[config.mk]
export PLATFORM = sky130hd
export DESIGN_NAME = ahb_resp_mux
export DESIGN_NICKNAME = d
export VERILOG_FILES = /design/src/rtl/ahb_pkg.sv /design/src/rtl/ahb_default_slave.sv /design/src/rtl/ahb_resp_mux.sv
export SDC_FILE = /design/constraint.sdc
export NUM_CORES = 1
export LEC_CHECK = 0
export ABC_AREA = 0
export BUFFER_PORTS_ARGS = -buffer_cell sky130_fd_sc_hd__buf_4
export CORE_AREA = 2 2 70 72
export CTS_CLUSTER_DIAMETER = 50
export DETAILED_ROUTE_END_ITERATION = 8
export DIE_AREA = 0 0 72 74
export GPL_TIMING_DRIVEN = 0
export PLACE_DENSITY = 0.77
export RECOVER_POWER = 50
export SETUP_SLACK_MARGIN = 0.2
export SYNTH_ARGS = -nofsm -noshare
export SYNTH_HDL_FRONTEND = slang
export SYNTH_SLANG_ARGS = --single-unit
[constraint.sdc]
create_clock -name ahb_clk_in -period 2.9 [get_ports ahb_clk_in]
set_clock_uncertainty 0.15 [all_clocks]
set_input_delay 0.435 -clock ahb_clk_in [delete_from_list [all_inputs] [get_ports ahb_clk_in]]
set_output_delay 0.435 -clock ahb_clk_in [all_outputs]
set_load 0.05 [all_outputs]
[src/rtl/ahb_pkg.sv]
// Shared AHB encodings and the response-path state types.
// Imported by the response mux and its default slave.
package ahb_pkg;

    localparam logic [1:0] HTRANS_IDLE   = 2'b00;
    localparam logic [1:0] HTRANS_BUSY   = 2'b01;
    localparam logic [1:0] HTRANS_NONSEQ = 2'b10;
    localparam logic [1:0] HTRANS_SEQ    = 2'b11;

    localparam logic HRESP_OKAY  = 1'b0;
    localparam logic HRESP_ERROR = 1'b1;

    typedef enum logic [1:0] {
        DS_IDLE = 2'd0,
        DS_ERR1 = 2'd1,
        DS_ERR2 = 2'd2
    } ds_state_e;

    typedef enum logic [1:0] {
        TO_RUN = 2'd0,
        TO1    = 2'd1,
        TO2    = 2'd2
    } to_state_e;

endpackage

[src/rtl/ahb_default_slave.sv]
// Default slave: two-cycle AHB ERROR for active transfers to unmapped space.
// Zero latency; first ERROR cycle is driven in the data phase itself.
module ahb_default_slave
    import ahb_pkg::*;
(
    input  logic ahb_clk_in,
    input  logic ahb_rstn_in,
    input  logic active,
    input  logic trans,
    output logic hready,
    output logic hresp
);

    ds_state_e r_state;
    ds_state_e w_cur;
    ds_state_e w_next;

    always_ff @(posedge ahb_clk_in or negedge ahb_rstn_in) begin
        if (!ahb_rstn_in) begin
            r_state <= DS_IDLE;
        end else begin
            r_state <= w_next;
        end
    end

    // ERR1 is never held in the register: it is the IDLE cycle that sees the
    // erroneous transfer, so the pair completes two cycles after the address.
    always_comb begin
        w_cur = r_state;
        if (r_state == DS_IDLE && active && trans) begin
            w_cur = DS_ERR1;
        end
        case (w_cur)
            DS_ERR1: w_next = DS_ERR2;
            default: w_next = DS_IDLE;
        endcase
    end

    always_comb begin
        hready = 1'b1;
        hresp  = HRESP_OKAY;
        case (r_state)
            DS_IDLE: begin
                if (active && trans) begin
                    hready = 1'b0;
                    hresp  = HRESP_ERROR;
                end
            end
            DS_ERR1: begin
                hready = 1'b0;
                hresp  = HRESP_ERROR;
            end
            DS_ERR2: begin
                hready = 1'b1;
                hresp  = HRESP_ERROR;
            end
            default: begin
                hready = 1'b1;
                hresp  = HRESP_OKAY;
            end
        endcase
    end

endmodule

[src/rtl/ahb_resp_mux.sv]
// AHB data-phase response mux with built-in default slave; zero-latency routing.
// Stalls follow the selected slave; AHB_RESP_TIMEOUT_EN adds a forced-ERROR abort.
module ahb_resp_mux
    import ahb_pkg::*;
#(
    parameter int SLAVE_DEVICES  = 4,
    parameter int AHB_DATA_WIDTH = 32,
    parameter int TIMEOUT_CYCLES = 16
) (
    input  logic                                    ahb_clk_in,
    input  logic                                    ahb_rstn_in,
    input  logic [SLAVE_DEVICES:0]                  slave_sel_in,
    input  logic [1:0]                              htrans_in,
    input  logic [SLAVE_DEVICES-1:0]                slv_hreadyout_in,
    input  logic [SLAVE_DEVICES-1:0]                slv_hresp_in,
    input  logic [SLAVE_DEVICES*AHB_DATA_WIDTH-1:0] slv_hrdata_in,
    output logic                                    hready_out,
    output logic                                    hresp_out,
    output logic [AHB_DATA_WIDTH-1:0]               hrdata_out,
    output logic                                    timeout_flag_out
);

    localparam logic [SLAVE_DEVICES:0] SEL_ONE = {{SLAVE_DEVICES{1'b0}}, 1'b1};

    logic [SLAVE_DEVICES:0]    r_dsel;
    logic                      r_dtrans;
    logic                      w_trans_act;
    logic                      w_none;
    logic                      w_onehot;
    logic                      w_def_act;
    logic                      w_slv_act;
    logic                      w_slv_rdy;
    logic                      w_slv_resp;
    logic [AHB_DATA_WIDTH-1:0] w_slv_dat;
    logic                      w_ds_rdy;
    logic                      w_ds_resp;
    logic                      w_to_force;
    logic                      w_to_rdy;

    assign w_trans_act = (htrans_in == HTRANS_NONSEQ) || (htrans_in == HTRANS_SEQ);

    always_ff @(posedge ahb_clk_in or negedge ahb_rstn_in) begin
        if (!ahb_rstn_in) begin
            r_dsel   <= '0;
            r_dtrans <= 1'b0;
        end else if (hready_out) begin
            r_dsel   <= slave_sel_in;
            r_dtrans <= w_trans_act;
        end
    end

    // Illegal multi-hot selects fall onto the default slave.
    assign w_none    = (r_dsel == '0);
    assign w_onehot  = ((r_dsel & (r_dsel - SEL_ONE)) == '0);
    assign w_def_act = !w_none && (r_dsel[0] || !w_onehot);
    assign w_slv_act = !w_none && !w_def_act;

    always_comb begin
        w_slv_rdy  = |(r_dsel[SLAVE_DEVICES:1] & slv_hreadyout_in);
        w_slv_resp = |(r_dsel[SLAVE_DEVICES:1] & slv_hresp_in);
        w_slv_dat  = '0;
        for (int k = 0; k < SLAVE_DEVICES; k++) begin
            if (r_dsel[k+1]) begin
                w_slv_dat = w_slv_dat | slv_hrdata_in[k*AHB_DATA_WIDTH +: AHB_DATA_WIDTH];
            end
        end
    end

    ahb_default_slave u_default_slave (
        .ahb_clk_in  (ahb_clk_in),
        .ahb_rstn_in (ahb_rstn_in),
        .active      (w_def_act),
        .trans       (r_dtrans),
        .hready      (w_ds_rdy),
        .hresp       (w_ds_resp)
    );

`ifdef AHB_RESP_TIMEOUT_EN
    localparam int CNT_W = $clog2(TIMEOUT_CYCLES + 1);

    to_state_e        r_to_state;
    to_state_e        w_to_next;
    logic [CNT_W-1:0] r_to_cnt;
    logic             w_stall;
    logic             w_limit;
    logic             w_to_flag;

    assign w_stall = w_slv_act && r_dtrans && !w_slv_rdy && (r_to_state == TO_RUN);
    assign w_limit = w_stall && (r_to_cnt == CNT_W'(TIMEOUT_CYCLES - 1));

    always_ff @(posedge ahb_clk_in or negedge ahb_rstn_in) begin
        if (!ahb_rstn_in) begin
            r_to_cnt <= '0;
        end else if (hready_out || !w_stall) begin
            r_to_cnt <= '0;
        end else begin
            r_to_cnt <= r_to_cnt + 1'b1;
        end
    end

    always_ff @(posedge ahb_clk_in or negedge ahb_rstn_in) begin
        if (!ahb_rstn_in) begin
            r_to_state <= TO_RUN;
        end else begin
            r_to_state <= w_to_next;
        end
    end

    always_comb begin
        w_to_next = r_to_state;
        case (r_to_state)
            TO_RUN:  w_to_next = w_limit ? TO1 : TO_RUN;
            TO1:     w_to_next = TO2;
            default: w_to_next = TO_RUN;
        endcase
    end

    always_comb begin
        w_to_force = 1'b0;
        w_to_rdy   = 1'b1;
        w_to_flag  = 1'b0;
        case (r_to_state)
            TO1: begin
                w_to_force = 1'b1;
                w_to_rdy   = 1'b0;
                w_to_flag  = 1'b1;
            end
            TO2: begin
                w_to_force = 1'b1;
                w_to_rdy   = 1'b1;
            end
            default: begin
                w_to_force = 1'b0;
                w_to_rdy   = 1'b1;
            end
        endcase
    end

    assign timeout_flag_out = w_to_flag;
`else
    assign w_to_force       = 1'b0;
    assign w_to_rdy         = 1'b1;
    assign timeout_flag_out = 1'b0;
`endif

    always_comb begin
        hready_out = 1'b1;
        hresp_out  = HRESP_OKAY;
        hrdata_out = '0;
        if (w_to_force) begin
            hready_out = w_to_rdy;
            hresp_out  = HRESP_ERROR;
        end else if (w_def_act) begin
            hready_out = w_ds_rdy;
            hresp_out  = w_ds_resp;
        end else if (w_slv_act) begin
            hready_out = w_slv_rdy;
            hresp_out  = w_slv_resp;
            hrdata_out = w_slv_dat;
        end
    end

endmodule

==> results of run 1 <==
flip-flops by register name (all words and copies together), names as in the netlist:
signal	count
r_dsel	5
r_dtrans	1
u_default_slave.r_state	1
timing repair:
| item | CTS | global route |
|---|---|---|
| setup buffers | 0 | 0 |
| hold buffers | 1 | 0 |
| endpoints found under the setup margin | 0 | 31 |
| endpoints found under the hold margin | 7 | 0 |
| resized for setup | 0 | 11 |
routing by layer:
layer / global-route usage / wire length, um
met1: 0.307 / 2640
met2: 0.424 / 3650
met3: 0.0244 / 519
met4: 0.0335 / 57
met5: 0 / 0
worst register-to-register path, cell delays in order (launching register included):
cell and delay [ps]:
dfrtp_1 430, a2111oi_2 470, nor4b_1 130, o21ba_1 260, buf_6 140, mux2_1 330
Yosys cell counts:
| library cell | count |
|---|---|
| buf_2 | 2 |
| a21oi_2 | 30 |
| nor4b_4 | 1 |
| clkbuf_1 | 9 |
| xor2_1 | 1 |
| nor4b_2 | 1 |
| o21ba_1 | 1 |
| mux2_4 | 6 |
| nand3b_1 | 1 |
| a221oi_1 | 1 |
| dfrtp_1 | 7 |
| a211oi_1 | 1 |
| or2_1 | 1 |
| a21oi_1 | 2 |
| conb_1 | 1 |
| dlygate4sd1_1 | 3 |
| a22oi_1 | 66 |
| nor2_1 | 2 |
| buf_4 | 3 |
| buf_6 | 5 |
| nor4b_1 | 1 |
| a2111oi_2 | 2 |
| o32ai_1 | 1 |
| a22o_1 | 1 |
path summary, 6_finish.rpt:
| check | endpoint | slack, ps | depth (start not counted) |
|---|---|---|---|
| max in group asynchronous | r_dsel[4] | 1830 | 2 |
| worst min-delay path | r_dsel[0] | 280 | 2 |
| worst max register to register | r_dsel[4] | 860 | 5 |
| worst min register to register | u_default_slave.r_state[1] | 330 | 1 |
| min in group asynchronous | r_dsel[0] | 480 | 2 |
| worst max-delay path | hrdata_out[28] | 230 | 8 |
logic make-up (layout without fill, tap and decap cells):
kind of cell,after synthesis,count (layout),share of synthesized area
compound gates,105,105,0.630
mux,6,6,0.0674
flops,7,7,0.131
xor+xnor,1,1,0.00655
buf+inv,22,204,0.111
simple gates,7,7,0.0515
other cells,1,1,0.00280
area by class of cell:
class | count | area (um2) | area share
Multi-Input combinational cell | 120 | 998 | 0.361
Buffer | 22 | 158 | 0.0570
Sequential cell | 7 | 178 | 0.0642
Clock buffer | 4 | 45.0 | 0.0163
Timing Repair Buffer | 178 | 1320 | 0.477
Tap cell | 54 | 67.6 | 0.0244
report_power, final:
group	leakage (uW)	internal [uW]	switching, uW
Combinational	0.00125	931	1780
Sequential	0.0000806	151	70.2
Clock	0.0000228	94.9	39.4
per-stage QoR:
stage / setup slack (ps) / utilization / instance area (um2)
floorplan: 295 / - / 1340
global placement: 466 / 0.595 / 2730
detailed placement: 471 / 0.595 / 2730
CTS: 226 / 0.607 / 2790
global route: 130 / 0.602 / 2770
finish: 226 / 0.602 / 2770
==> impl_metrics.py, run 1 <==
metrics = {
    "synth": {
        "synth_area_leader_cell": "a22oi_1",
        "synth_top_area_frac": 0.370,
        "avgSynthCellArea_um2": 8.98,
        "synth_cells": 149,
        "synthDistinctLibCells": 24,
        "yosys_warnings": 0,
        "ys_ff_latch": 7,
        "synth_area_um2": 1340,
        "synth_nets": 294,
        "synthTopCellsByArea": "a22oi_1 37%, a21oi_2 20%, dfrtp_1 13%, mux2_4 6.7%, buf_6 4.2%",
        "synth.yosys.seq_area_share": 0.131,
    },
    "detailed_routing": {
        "vias": 2089,
        "post_drt_wl_per_cell_um": 17.8,
        "first_pass_iters": 4,
        "drt_iter0_drc": 102,
        "routed_wl_um": 6860,
        "drc_errors": 0,
        "ant_nets": 0,
        "routed_via_density": 5.43,
    },
    "critical_path": {
        "worstPathMaxFanout": 10,
        "path_buf_inv": 4,
        "r2r-start": "r_dsel[1]",
        "crit_slowest_cell": "dfrtp_2",
        "cp_data_required_time_ps": 2320,
        "cpPeakStageDelay_ps": 430,
        "worst_setup_path_start_kind": "flop",
        "worstSetupStartpoint": "r_dsel[3]",
        "end_kind": "output port",
        "worst_path_most_repeated_cell": "buf_6",
        "crit_family": "buffers and inverters",
        "crit_arrival_ps": 2090,
        "crit_chain": "buf_4 -> nor4b_4 -> a211oi_1 -> or2_1 -> buf_6 -> buf_6 -> a21oi_2 -> clkbuf_2",
        "criticalPathCategory": "reg2out",
    },
    "sta": {
        "rsz0062_at_grt": "false",
        "final-setup-viol-count": 0,
        "hold_slack_ps": 282,
        "fmax_ghz": 0.374,
        "finalCritPeriodShare": 0.922,
        "slew_violations": 0,
        "finalSetupTns_ps": 0,
        "final_hold_viol_count": 0,
        "min_period_ps": 2670,
        "worst_pin_slew_ps": 598,
        "relSlewSlack": 0.601,
    },
    "clocking": {
        "cts_buffers": 3,
        "clk_latency_ps": 220,
        "clockBufferDepth": 2,
        "cts_max_level": 1,
        "cts.sinks": 7,
        "path_clk_slew_ps": 40,
        "cts_tree": "yes",
        "cts_root_buffer": "clkbuf_8",
    },
    "grt": {
        "grt_pass1_vias": 1990,
        "grt_use_total": 0.233,
        "overflow": 0,
        "grt_max_degree": 11,
        "grt_pass1_wl_um": 9800,
        "antenna_found_initial": 0,
    },
    "run": {
        "maxCapViolations": 0,
    },
    "finish": {
        "final_cell_mix": "167 x buf_4, 66 x a22oi_1, 30 x a21oi_2",
        "final_common_cell": "buf_4",
        "final_nets": 477,
        "antenna_cells": 0,
        "nFillCells": 449,
        "drive_gt1_frac": 0.686,
        "area_growth_pct": 107,
        "final_cells": 385,
    },
    "place": {
        "dp_hpwl_um": 5560,
        "dp_cells": 380,
        "place_congestion": 0.780,
        "io_buffers": 177,
    },
    "floorplanning": {
        "num_rows": 25,
        "fp.dieW_um": 72,
        "core_area_um2": 4600,
        "dieArea_um2": 5330,
        "die_y_um": 74,
        "boundaryPins": 180,
        "start_util": 0.291,
    },
    "power_and_ir_drop": {
        "total_power_uw": 3060,
        "powerDensity_nw_per_um2": 1110,
        "ir_worst_vdd_mv": 0.463,
        "p_leak_uw": 0.00135,
    },
    "min_path": {
        "hold_path.class": "in2reg",
        "worstHoldStart": "slave_sel_in[0]",
    },
    "status": {
        "status": "completed",
    },
}
(Power assumes the default switching activity.)
==> run 2, diff against run 1 <==
GPL_TIMING_DRIVEN = 1   (was 0)
==> run 2 against run 1 <==
Largest cell class unchanged. Utilization shrank 1.7 points. Critical path type unchanged. Highest routed layer unchanged. Die area is the same. Register-to-register slack worse by 460 ps. Clock-buffer cell count did not move. Design area is 2.8% lower.
==> impl_metrics.py, run 2 (same netlist as run 1, synthesis figures left out) <==
metrics = {
    "finish": {
        "area_growth_pct": 101,
        "fin_util": 0.585,
        "top_register": "r_dsel",
        "final_cell_mix": "174 x buf_4, 66 x a22oi_1, 31 x a21oi_2",
        "final_nets": 466,
        "fin_area_um2": 2690,
        "final_cells": 374,
        "reg_top3": "r_dsel x5, r_dtrans x1, u_default_slave.r_state x1",
        "antenna_cells": 0,
        "final_common_cell": "buf_4",
        "largest_reg_flops": 5,
        "drive_gt1_frac": 0.713,
    },
    "clocking": {
        "cts.sinks": 7,
        "cts_setup_buffers": 0,
        "cts_max_level": 1,
        "clockBufferDepth": 2,
        "path_clk_slew_ps": 40,
        "cts_root_buffer": "clkbuf_8",
        "cts_buffers": 3,
        "cts_tree": "yes",
        "clk_latency_ps": 220,
    },
    "sta": {
        "finalCritPeriodShare": 0.901,
        "slew_violations": 0,
        "final-setup-viol-count": 0,
        "finalSetupTns_ps": 0,
        "rsz0062_at_grt": "false",
        "min_period_ps": 2610,
        "final_hold_viol_count": 0,
        "fmax_ghz": 0.383,
    },
    "critical_path": {
        "cpPeakStageDelay_ps": 400,
        "crit_arrival_ps": 2030,
        "r2r_cells": 6,
        "crit_slowest_cell": "dfrtp_1",
        "reg2reg_setup_slack_ps": 400,
        "worstPathMaxFanout": 20,
        "path_buf_inv": 3,
        "crit_chain": "buf_4 -> nor4b_4 -> a211oi_1 -> or2_2 -> buf_6 -> a21oi_2 -> clkbuf_2",
        "end_kind": "output port",
        "worst_setup_path_start_kind": "flop",
        "crit_family": "buffers and inverters",
        "criticalPathCategory": "reg2out",
        "r2r-start": "r_dsel[4]",
        "cp_data_required_time_ps": 2320,
        "worst_r2r_endpoint": "r_dsel[4]",
    },
    "grt": {
        "antenna_found_initial": 0,
        "grt_pass1_wl_um": 9240,
        "grt_max_degree": 31,
        "grt_use_total": 0.218,
        "overflow": 0,
        "grt_pass1_vias": 1982,
    },
    "detailed_routing": {
        "drt_iter0_drc": 53,
        "post_drt_wl_per_cell_um": 17.0,
        "first_pass_iters": 4,
        "drc_errors": 0,
        "routed_wl_um": 6350,
        "routed_via_density": 5.33,
        "ant_nets": 0,
        "vias": 1994,
    },
    "power_and_ir_drop": {
        "p_leak_uw": 0.00132,
        "powerDensity_nw_per_um2": 1100,
        "total_power_uw": 2960,
        "ir_worst_vdd_mv": 0.500,
    },
    "floorplanning": {
        "core_area_um2": 4600,
        "die_y_um": 74,
        "dieArea_um2": 5330,
        "fp.dieW_um": 72,
        "start_util": 0.291,
        "boundaryPins": 180,
        "num_rows": 25,
    },
    "min_path": {
        "whs_path_depth": 2,
        "worstHoldEndpoint": "r_dsel[3]",
        "worstHoldStart": "slave_sel_in[3]",
        "hold_path.class": "in2reg",
    },
    "place": {
        "place_congestion": 0.744,
        "dpl-instance-area_um2": 2670,
        "dp_hpwl_um": 5050,
        "io_buffers": 177,
        "dp_cells": 369,
    },
    "run": {
        "maxCapViolations": 0,
    },
    "status": {
        "status": "completed",
    },
}
[run 2: timing repair]
action,in CTS,in global routing
hold endpoints to repair,7,0
endpoints found under the setup margin,0,20
resized for setup,0,5
hold buffers,1,0
[run 2: worst max path at each step]
stage          cells after the start        endpoint      start  slack [ps]
6_report                           7  hrdata_out[11]  r_dsel[4]         290
2_1_floorplan                      6   hrdata_out[0]  r_dsel[1]         300
4_1_cts                            7       hresp_out  r_dsel[3]         210
5_1_grt                            7  hrdata_out[11]  r_dsel[4]         200
3_3_place_gp                       7   hrdata_out[0]  r_dsel[3]         450
3_5_place_dp                       7       hresp_out  r_dsel[3]         450
[run 2: report_power, final]
group	total [uW]	leakage (uW)	switching, uW	internal (uW)
clock	133	0.0000228	38.6	94.7
combinational	2610	0.00122	1730	885
sequential	210	0.0000816	60.3	150
[run 2: cell type report]
class	instances	area, um2
clock buffer	4	45.0
fill	460	1910
multi-input combinational	120	1000
sequential	7	176
tap	54	67.6
timing repair buffer	189	1400
[run 2: metrics by stage]
| stage | worst slack (ps) | hold WS [ps] |
|---|---|---|
| after floorplan | 295 | -10.6 |
| after global placement | 449 | 95.4 |
| after detailed placement | 453 | 96.7 |
| after CTS | 213 | 286 |
| after global routing | 203 | 287 |
| final | 288 | 287 |
[run 2: routing by layer]
layer	track usage	up-vias	wire, um
li1	-	962	-
met1	0.266	919	2570
met2	0.404	105	3280
met3	0.0339	8	416
met4	0.0524	0	90
met5	0	-	0
